`config.mk`:
```
export PLATFORM = sky130hd
export DESIGN_NAME = div_arbiter_flat
export DESIGN_NICKNAME = d
export VERILOG_FILES = /design/src/rtl/div_arbiter_if.sv /design/src/rtl/div_arbiter.sv /design/src/flat_wrapper.sv
export SDC_FILE = /design/constraint.sdc
export NUM_CORES = 1
export LEC_CHECK = 0
export BUFFER_PORTS_ARGS = -buffer_cell sky130_fd_sc_hd__clkbuf_2
export CORE_ASPECT_RATIO = 0.6
export CORE_MARGIN = 2
export CORE_UTILIZATION = 40
export DETAILED_ROUTE_END_ITERATION = 8
export MAX_ROUTING_LAYER = met4
export PLACE_DENSITY = 0.69
export SLEW_MARGIN = 20
export SYNTH_ARGS = -nofsm -noshare
export SYNTH_HDL_FRONTEND = slang
export SYNTH_SLANG_ARGS = --single-unit
```
`constraint.sdc`:
```
create_clock -name clk -period 2.65 [get_ports clk]
set_input_delay 0.6625 -clock clk [delete_from_list [all_inputs] [get_ports clk]]
set_output_delay 0.6625 -clock clk [all_outputs]
set_load 0.01 [all_outputs]
```
`src/rtl/div_arbiter_if.sv`:
```
// Bus bundle for div_arbiter: two requester ports, the shared response bus and
// the divider control/result port. The arbiter uses slave; the environment uses master.
interface div_arbiter_if;
    logic        req0;
    logic        req1;
    logic [15:0] dvd0;
    logic [15:0] dvs0;
    logic [15:0] dvd1;
    logic [15:0] dvs1;
    logic        gnt0;
    logic        gnt1;
    logic        rsp_valid0;
    logic        rsp_valid1;
    logic [15:0] rsp_quotient;
    logic [15:0] rsp_remainder;
    logic        rsp_err;
    logic        busy;
    logic        div_start;
    logic        div_clear;
    logic [15:0] div_dividend;
    logic [15:0] div_divisor;
    logic [15:0] div_quotient;
    logic [15:0] div_remainder;
    logic        div_done;

    modport slave (
        input  req0, req1, dvd0, dvs0, dvd1, dvs1,
        input  div_quotient, div_remainder, div_done,
        output gnt0, gnt1, rsp_valid0, rsp_valid1,
        output rsp_quotient, rsp_remainder, rsp_err, busy,
        output div_start, div_clear, div_dividend, div_divisor
    );

    modport master (
        output req0, req1, dvd0, dvs0, dvd1, dvs1,
        output div_quotient, div_remainder, div_done,
        input  gnt0, gnt1, rsp_valid0, rsp_valid1,
        input  rsp_quotient, rsp_remainder, rsp_err, busy,
        input  div_start, div_clear, div_dividend, div_divisor
    );
endinterface

```
`src/rtl/div_arbiter.sv`:
```
// Round-robin arbiter sharing one signed 16-bit divider between two requesters,
// with divide-by-zero bypass and a WAIT-state timeout that clears the divider.
module div_arbiter #(
    parameter int TIMEOUT = 40
) (
    input logic          clk,
    input logic          reset,
    div_arbiter_if.slave bus
);
    typedef enum logic [1:0] {IDLE, ISSUE, WAIT, RESP} state_t;

    localparam int                CNT_W   = $clog2(TIMEOUT + 1);
    localparam logic [CNT_W-1:0]  CNT_MAX = CNT_W'(TIMEOUT);

    state_t           state;
    state_t           state_next;
    logic             owner;
    logic             last_served;
    logic             winner;
    logic             any_req;
    logic             div_zero;
    logic             timed_out;
    logic [CNT_W-1:0] wait_cnt;
    logic [15:0]      op_dividend;
    logic [15:0]      op_divisor;
    logic [15:0]      res_quotient;
    logic [15:0]      res_remainder;
    logic             res_err;

    assign any_req   = bus.req0 || bus.req1;
    assign div_zero  = (op_divisor == 16'h0000);
    assign timed_out = (wait_cnt == CNT_MAX) && !bus.div_done;

    // On a tie the requester not served last wins; a lone request always wins.
    always_comb begin
        winner = 1'b0;
        if (bus.req0 && bus.req1) begin
            winner = ~last_served;
        end else if (bus.req1) begin
            winner = 1'b1;
        end
    end

    // NOTE: sequential state uses non-blocking assignments so every register
    // samples the pre-edge values, regardless of process evaluation order.
    always_ff @(posedge clk) begin
        if (reset) begin
            state <= IDLE;
        end else begin
            state <= state_next;
        end
    end

    always_comb begin
        // NOTE: default first so every path assigns state_next and no latch is inferred.
        state_next = state;
        case (state)
            IDLE:    if (any_req) state_next = ISSUE;
            ISSUE:   state_next = div_zero ? RESP : WAIT;
            WAIT:    if (bus.div_done || timed_out) state_next = RESP;
            RESP:    state_next = IDLE;
            default: state_next = IDLE;
        endcase
    end

    always_ff @(posedge clk) begin
        if (reset) begin
            owner         <= 1'b0;
            last_served   <= 1'b1;
            wait_cnt      <= '0;
            op_dividend   <= '0;
            op_divisor    <= '0;
            res_quotient  <= '0;
            res_remainder <= '0;
            res_err       <= 1'b0;
        end else begin
            case (state)
                IDLE: begin
                    if (any_req) begin
                        owner       <= winner;
                        op_dividend <= winner ? bus.dvd1 : bus.dvd0;
                        op_divisor  <= winner ? bus.dvs1 : bus.dvs0;
                    end
                end
                ISSUE: begin
                    wait_cnt <= '0;
                    if (div_zero) begin
                        res_quotient  <= 16'h0000;
                        res_remainder <= op_dividend;
                        res_err       <= 1'b1;
                    end
                end
                WAIT: begin
                    if (bus.div_done) begin
                        res_quotient  <= bus.div_quotient;
                        res_remainder <= bus.div_remainder;
                        res_err       <= 1'b0;
                    end else if (wait_cnt == CNT_MAX) begin
                        res_quotient  <= 16'h0000;
                        res_remainder <= 16'h0000;
                        res_err       <= 1'b1;
                    end else begin
                        // The state exits at CNT_MAX, so the counter never wraps.
                        wait_cnt <= wait_cnt + 1'b1;
                    end
                end
                RESP: begin
                    last_served <= owner;
                end
                default: begin
                    wait_cnt <= '0;
                end
            endcase
        end
    end

    always_comb begin
        bus.gnt0       = 1'b0;
        bus.gnt1       = 1'b0;
        bus.rsp_valid0 = 1'b0;
        bus.rsp_valid1 = 1'b0;
        bus.div_start  = 1'b0;
        bus.div_clear  = 1'b0;
        bus.busy       = (state != IDLE);
        case (state)
            ISSUE: begin
                bus.gnt0      = ~owner;
                bus.gnt1      = owner;
                bus.div_start = ~div_zero;
            end
            WAIT: begin
                bus.div_clear = timed_out;
            end
            RESP: begin
                bus.rsp_valid0 = ~owner;
                bus.rsp_valid1 = owner;
            end
            default: begin
                bus.busy = (state != IDLE);
            end
        endcase
    end

    assign bus.rsp_quotient  = res_quotient;
    assign bus.rsp_remainder = res_remainder;
    assign bus.rsp_err       = res_err;
    assign bus.div_dividend  = op_dividend;
    assign bus.div_divisor   = op_divisor;
endmodule
```
`src/flat_wrapper.sv`:
```
// flat-port wrapper written by rule: the top's interface ports become plain ports
module div_arbiter_flat 
#(
    parameter int TIMEOUT = 40
)
  (clk, reset, bus_req0, bus_req1, bus_dvd0, bus_dvs0, bus_dvd1, bus_dvs1, bus_div_quotient, bus_div_remainder, bus_div_done, bus_gnt0, bus_gnt1, bus_rsp_valid0, bus_rsp_valid1, bus_rsp_quotient, bus_rsp_remainder, bus_rsp_err, bus_busy, bus_div_start, bus_div_clear, bus_div_dividend, bus_div_divisor);
  div_arbiter_if bus_i ();
  input logic clk;
  input logic reset;
  input wire logic [$bits(bus_i.req0)-1:0] bus_req0;
  input wire logic [$bits(bus_i.req1)-1:0] bus_req1;
  input wire logic [$bits(bus_i.dvd0)-1:0] bus_dvd0;
  input wire logic [$bits(bus_i.dvs0)-1:0] bus_dvs0;
  input wire logic [$bits(bus_i.dvd1)-1:0] bus_dvd1;
  input wire logic [$bits(bus_i.dvs1)-1:0] bus_dvs1;
  input wire logic [$bits(bus_i.div_quotient)-1:0] bus_div_quotient;
  input wire logic [$bits(bus_i.div_remainder)-1:0] bus_div_remainder;
  input wire logic [$bits(bus_i.div_done)-1:0] bus_div_done;
  output wire logic [$bits(bus_i.gnt0)-1:0] bus_gnt0;
  output wire logic [$bits(bus_i.gnt1)-1:0] bus_gnt1;
  output wire logic [$bits(bus_i.rsp_valid0)-1:0] bus_rsp_valid0;
  output wire logic [$bits(bus_i.rsp_valid1)-1:0] bus_rsp_valid1;
  output wire logic [$bits(bus_i.rsp_quotient)-1:0] bus_rsp_quotient;
  output wire logic [$bits(bus_i.rsp_remainder)-1:0] bus_rsp_remainder;
  output wire logic [$bits(bus_i.rsp_err)-1:0] bus_rsp_err;
  output wire logic [$bits(bus_i.busy)-1:0] bus_busy;
  output wire logic [$bits(bus_i.div_start)-1:0] bus_div_start;
  output wire logic [$bits(bus_i.div_clear)-1:0] bus_div_clear;
  output wire logic [$bits(bus_i.div_dividend)-1:0] bus_div_dividend;
  output wire logic [$bits(bus_i.div_divisor)-1:0] bus_div_divisor;
  assign bus_i.req0 = bus_req0;
  assign bus_i.req1 = bus_req1;
  assign bus_i.dvd0 = bus_dvd0;
  assign bus_i.dvs0 = bus_dvs0;
  assign bus_i.dvd1 = bus_dvd1;
  assign bus_i.dvs1 = bus_dvs1;
  assign bus_i.div_quotient = bus_div_quotient;
  assign bus_i.div_remainder = bus_div_remainder;
  assign bus_i.div_done = bus_div_done;
  assign bus_gnt0 = bus_i.gnt0;
  assign bus_gnt1 = bus_i.gnt1;
  assign bus_rsp_valid0 = bus_i.rsp_valid0;
  assign bus_rsp_valid1 = bus_i.rsp_valid1;
  assign bus_rsp_quotient = bus_i.rsp_quotient;
  assign bus_rsp_remainder = bus_i.rsp_remainder;
  assign bus_rsp_err = bus_i.rsp_err;
  assign bus_busy = bus_i.busy;
  assign bus_div_start = bus_i.div_start;
  assign bus_div_clear = bus_i.div_clear;
  assign bus_div_dividend = bus_i.div_dividend;
  assign bus_div_divisor = bus_i.div_divisor;
  div_arbiter #(.TIMEOUT(TIMEOUT)) u_core (.clk(clk), .reset(reset), .bus(bus_i));
endmodule
```
==> flow_summary.toml <==
[worst_hold_path]
hold_path_class = "flop to flop"
worstHoldPathCells = 2
hold_end = "u_core.bus.rsp_quotient[9]"
holdCritStartpoint = "u_core.bus.rsp_quotient[9]"

[power]
power.leakage_nw = 2.16
power-per-cell-area_nw_per_um2 = 1080
peakVddDrop_mv = 0.471

[worst_setup_path]
r2r_slack_ns = 0.54
endpoint_kind = "primary output"
crit_type = "flop to primary output"
path_cells = "nor4_2 > a41o_2 > inv_2 > clkbuf_2"
reg2reg_to = "u_core.bus.rsp_remainder[0]"
rr_startpoint = "u_core.wait_cnt[0]"
slowest_delay_ns = 0.53
reg2reg_depth = 7
critPathMaxFanout = 21
worst_setup_path_start_kind = "flop"
crit_required_ns = 1.99
worstPathArrival_ns = 1.80
critical-path-slowest-cell = "a41o_2"

[flow_run]
cap_violations = 0

[route]
drt_iter0_drc = 178
wl_per_cell_um = 15.3
first_pass_iters = 5
drc = 0
routed_wl_um = 10100
via_count = 3395
viasPerCell = 5.15
ant_nets = 0

[clock_network]
numCtsBuffers = 9
cts-resized-gates = 0
cts_root_buffer = "clkbuf_16"
htree_levels = 3
postCtsHoldBufs = 0
clk_latency_ns = 0.33
clkTransAtPathRegs_ns = 0.06
cts_sinks = 75
tritoncts = "built"
cts_buffer_depth = 2
post_cts_buffers = 0

[floorplanning]
fp-row-count = 27
start_util_pct = 40.9
die_h_um = 78.9
core_um2 = 9120
ios = 173
die_x_um = 129
die_area_um2 = 10200

[synth]
synthAdderAreaFrac_pct = 2.01
synth_compound_area_share_pct = 20.6
synth_edf_count = 0
synth_top_family_by_area = "compound AO/OA/AOI/OAI gates"
ys_seq_elements = 75
synthesis.nets = 488
syn_area_um2 = 3730
synth_cells = 381
yosys.area_share.simple_pct = 15.2
synthMuxAreaShare_pct = 12.9
synthFlopType = "dfxtp_1"
synthXorXnorAreaFrac_pct = 0.704
synthDistinctLibCells = 46
synth_top_cell_by_area = "dfxtp_1"
yosys-top-cells-area = "dfxtp_1 40%, mux2i_1 13%, a211oi_1 8.0%"
yosysWarnings = 0
postSynth.asyncResetShare_pct = 0
yosysSeqAreaShare_pct = 40.2
yosysTopAreaCellShare_pct = 40.2
avgSynthCellArea_um2 = 9.80

[placed_design]
placedCellCount = 643
globalplace.congestion = 0.760
port_buffers = 172
hpwl_um = 7520
dp_slack_ns = 0.550

[timing]
finalSetupViolCount = 0
final-hold-violation-count = 0
finalCritPeriodShare_pct = 93.0
finalSetupTns_ns = 0
max-slew-margin-rel_pct = 56.5
timing.fmax_mhz = 406
clock_skew_ns = 0.00907
post-route-min-period_ns = 2.46
setup_slack_ns = 0.185
worstMarginPinSlew_ns = 0.649
rsz0062_at_grt = "no"
maxSlewViolCount = 0
hold_ws_ns = 0.476

[final_layout]
drive_gt1_share_pct = 40.0
final_cell_count_no_fill = 659
area_growth_pct = 29.5
n_antenna_cell = 0
post-route-util_pct = 53.0
layout_common_cells = "172 x clkbuf_2, 75 x dfxtp_1, 48 x mux2i_1"
final_common_cell = "clkbuf_2"
fill_cells = 846
nNetsFinal = 645

[global_routing]
grtUsageTotal_pct = 20.0
grt_pass1_vias = 3160
grt_max_degree = 55
antenna_found_initial = 0
gr-total-overflow = 0
grt_pass1_wl_um = 15600

[status]
outcome = "complete, no violations"
[flip-flops by register name, summed over array words and instances, names as in the netlist]
| signal | count |
|---|---|
| u_core.bus.div_dividend | 16 |
| u_core.bus.div_divisor | 16 |
| u_core.bus.rsp_quotient | 16 |
| u_core.bus.rsp_remainder | 16 |
| u_core.wait_cnt | 6 |
| u_core.state | 2 |
| u_core.bus.rsp_err | 1 |
| u_core.last_served | 1 |
| u_core.owner | 1 |
[worst max-delay path, delay by kind of cell, from the launching register on]
kind | cells | cell delay (ns)
AO/OA/AOI/OAI | 1 | 0.53
buffers and inverters | 2 | 0.17
AND/OR/NAND/NOR | 1 | 0.44
flip-flops | 1 | 0.33
[metrics by stage]
stage          cell area (um^2)  power [mW]
3_3_place_gp               4550        4.01
5_1_grt                    4840        5.56
6_report                   4840        5.24
4_1_cts                    4840        5.28
2_1_floorplan              3730        3.52
3_5_place_dp               4550        4.09
[power breakdown]
part           leakage, nW  total [mW]  internal, mW  switching (mW)
combinational         1.41        2.36         0.979            1.39
sequential           0.616        1.69          1.43           0.260
clock                0.137        1.18         0.730           0.453
total                 2.16        5.24          3.14            2.10
[synth_stat cells, types with 3 or more instances]
library cell	count
dfxtp_1	75
mux2i_1	48
nor2_1	41
a211oi_1	40
nand2_1	23
nand2b_1	20
a31oi_1	18
a22oi_1	15
a211oi_2	10
clkbuf_1	8
inv_1	7
a21oi_1	6
ha_1	6
clkbuf_8	5
nand3_1	5
and2_1	4
buf_1	4
buf_4	4
buf_6	4
buf_2	3
inv_2	3
xnor2_1	3
[cells by family after synthesis]
| group | count (synthesis) |
|---|---|
| simple gates | 107 |
| compound gates | 98 |
| flops | 75 |
| mux | 48 |
| buf+inv | 44 |
| fa+ha+maj | 6 |
| xor+xnor | 3 |
[layout make-up]
class | count | area [um^2] | area share (%)
well taps | 116 | 145 | 3.00
repair buffers | 179 | 926 | 19.1
flip-flops and latches | 75 | 1500 | 31.0
multi-input cells | 262 | 1940 | 40.0
inverters | 11 | 41.3 | 0.853
clock inverters | 4 | 51.3 | 1.06
clock buffers | 12 | 236 | 4.89
[per-layer routing]
metal | GRT usage (%) | up-vias | routed length, um | share of wire, %
li1 | - | 1700 | - | -
met1 | 24.9 | 1578 | 4610 | 46
met2 | 32.4 | 108 | 4680 | 46
met3 | 5.66 | 9 | 682 | 6.8
met4 | 5.43 | 0 | 121 | 1.2
met5 | - | - | 0 | 0
[how the worst max path moves through the flow]
stage	start	endpoint	slack, ns	cells past startpoint
after floorplan	u_core.state[1]	bus_div_start	0.76	7
after global placement	u_core.bus.div_divisor[2]	bus_div_start	0.57	4
after detailed placement	u_core.wait_cnt[0]	u_core.bus.rsp_remainder[2]	0.55	7
after CTS	u_core.bus.div_divisor[2]	bus_div_start	0.19	4
after global routing	u_core.bus.div_divisor[2]	bus_div_start	0.09	4
final	u_core.bus.div_divisor[2]	bus_div_start	0.19	4
No activity file was read; power rests on OpenSTA's default activity.
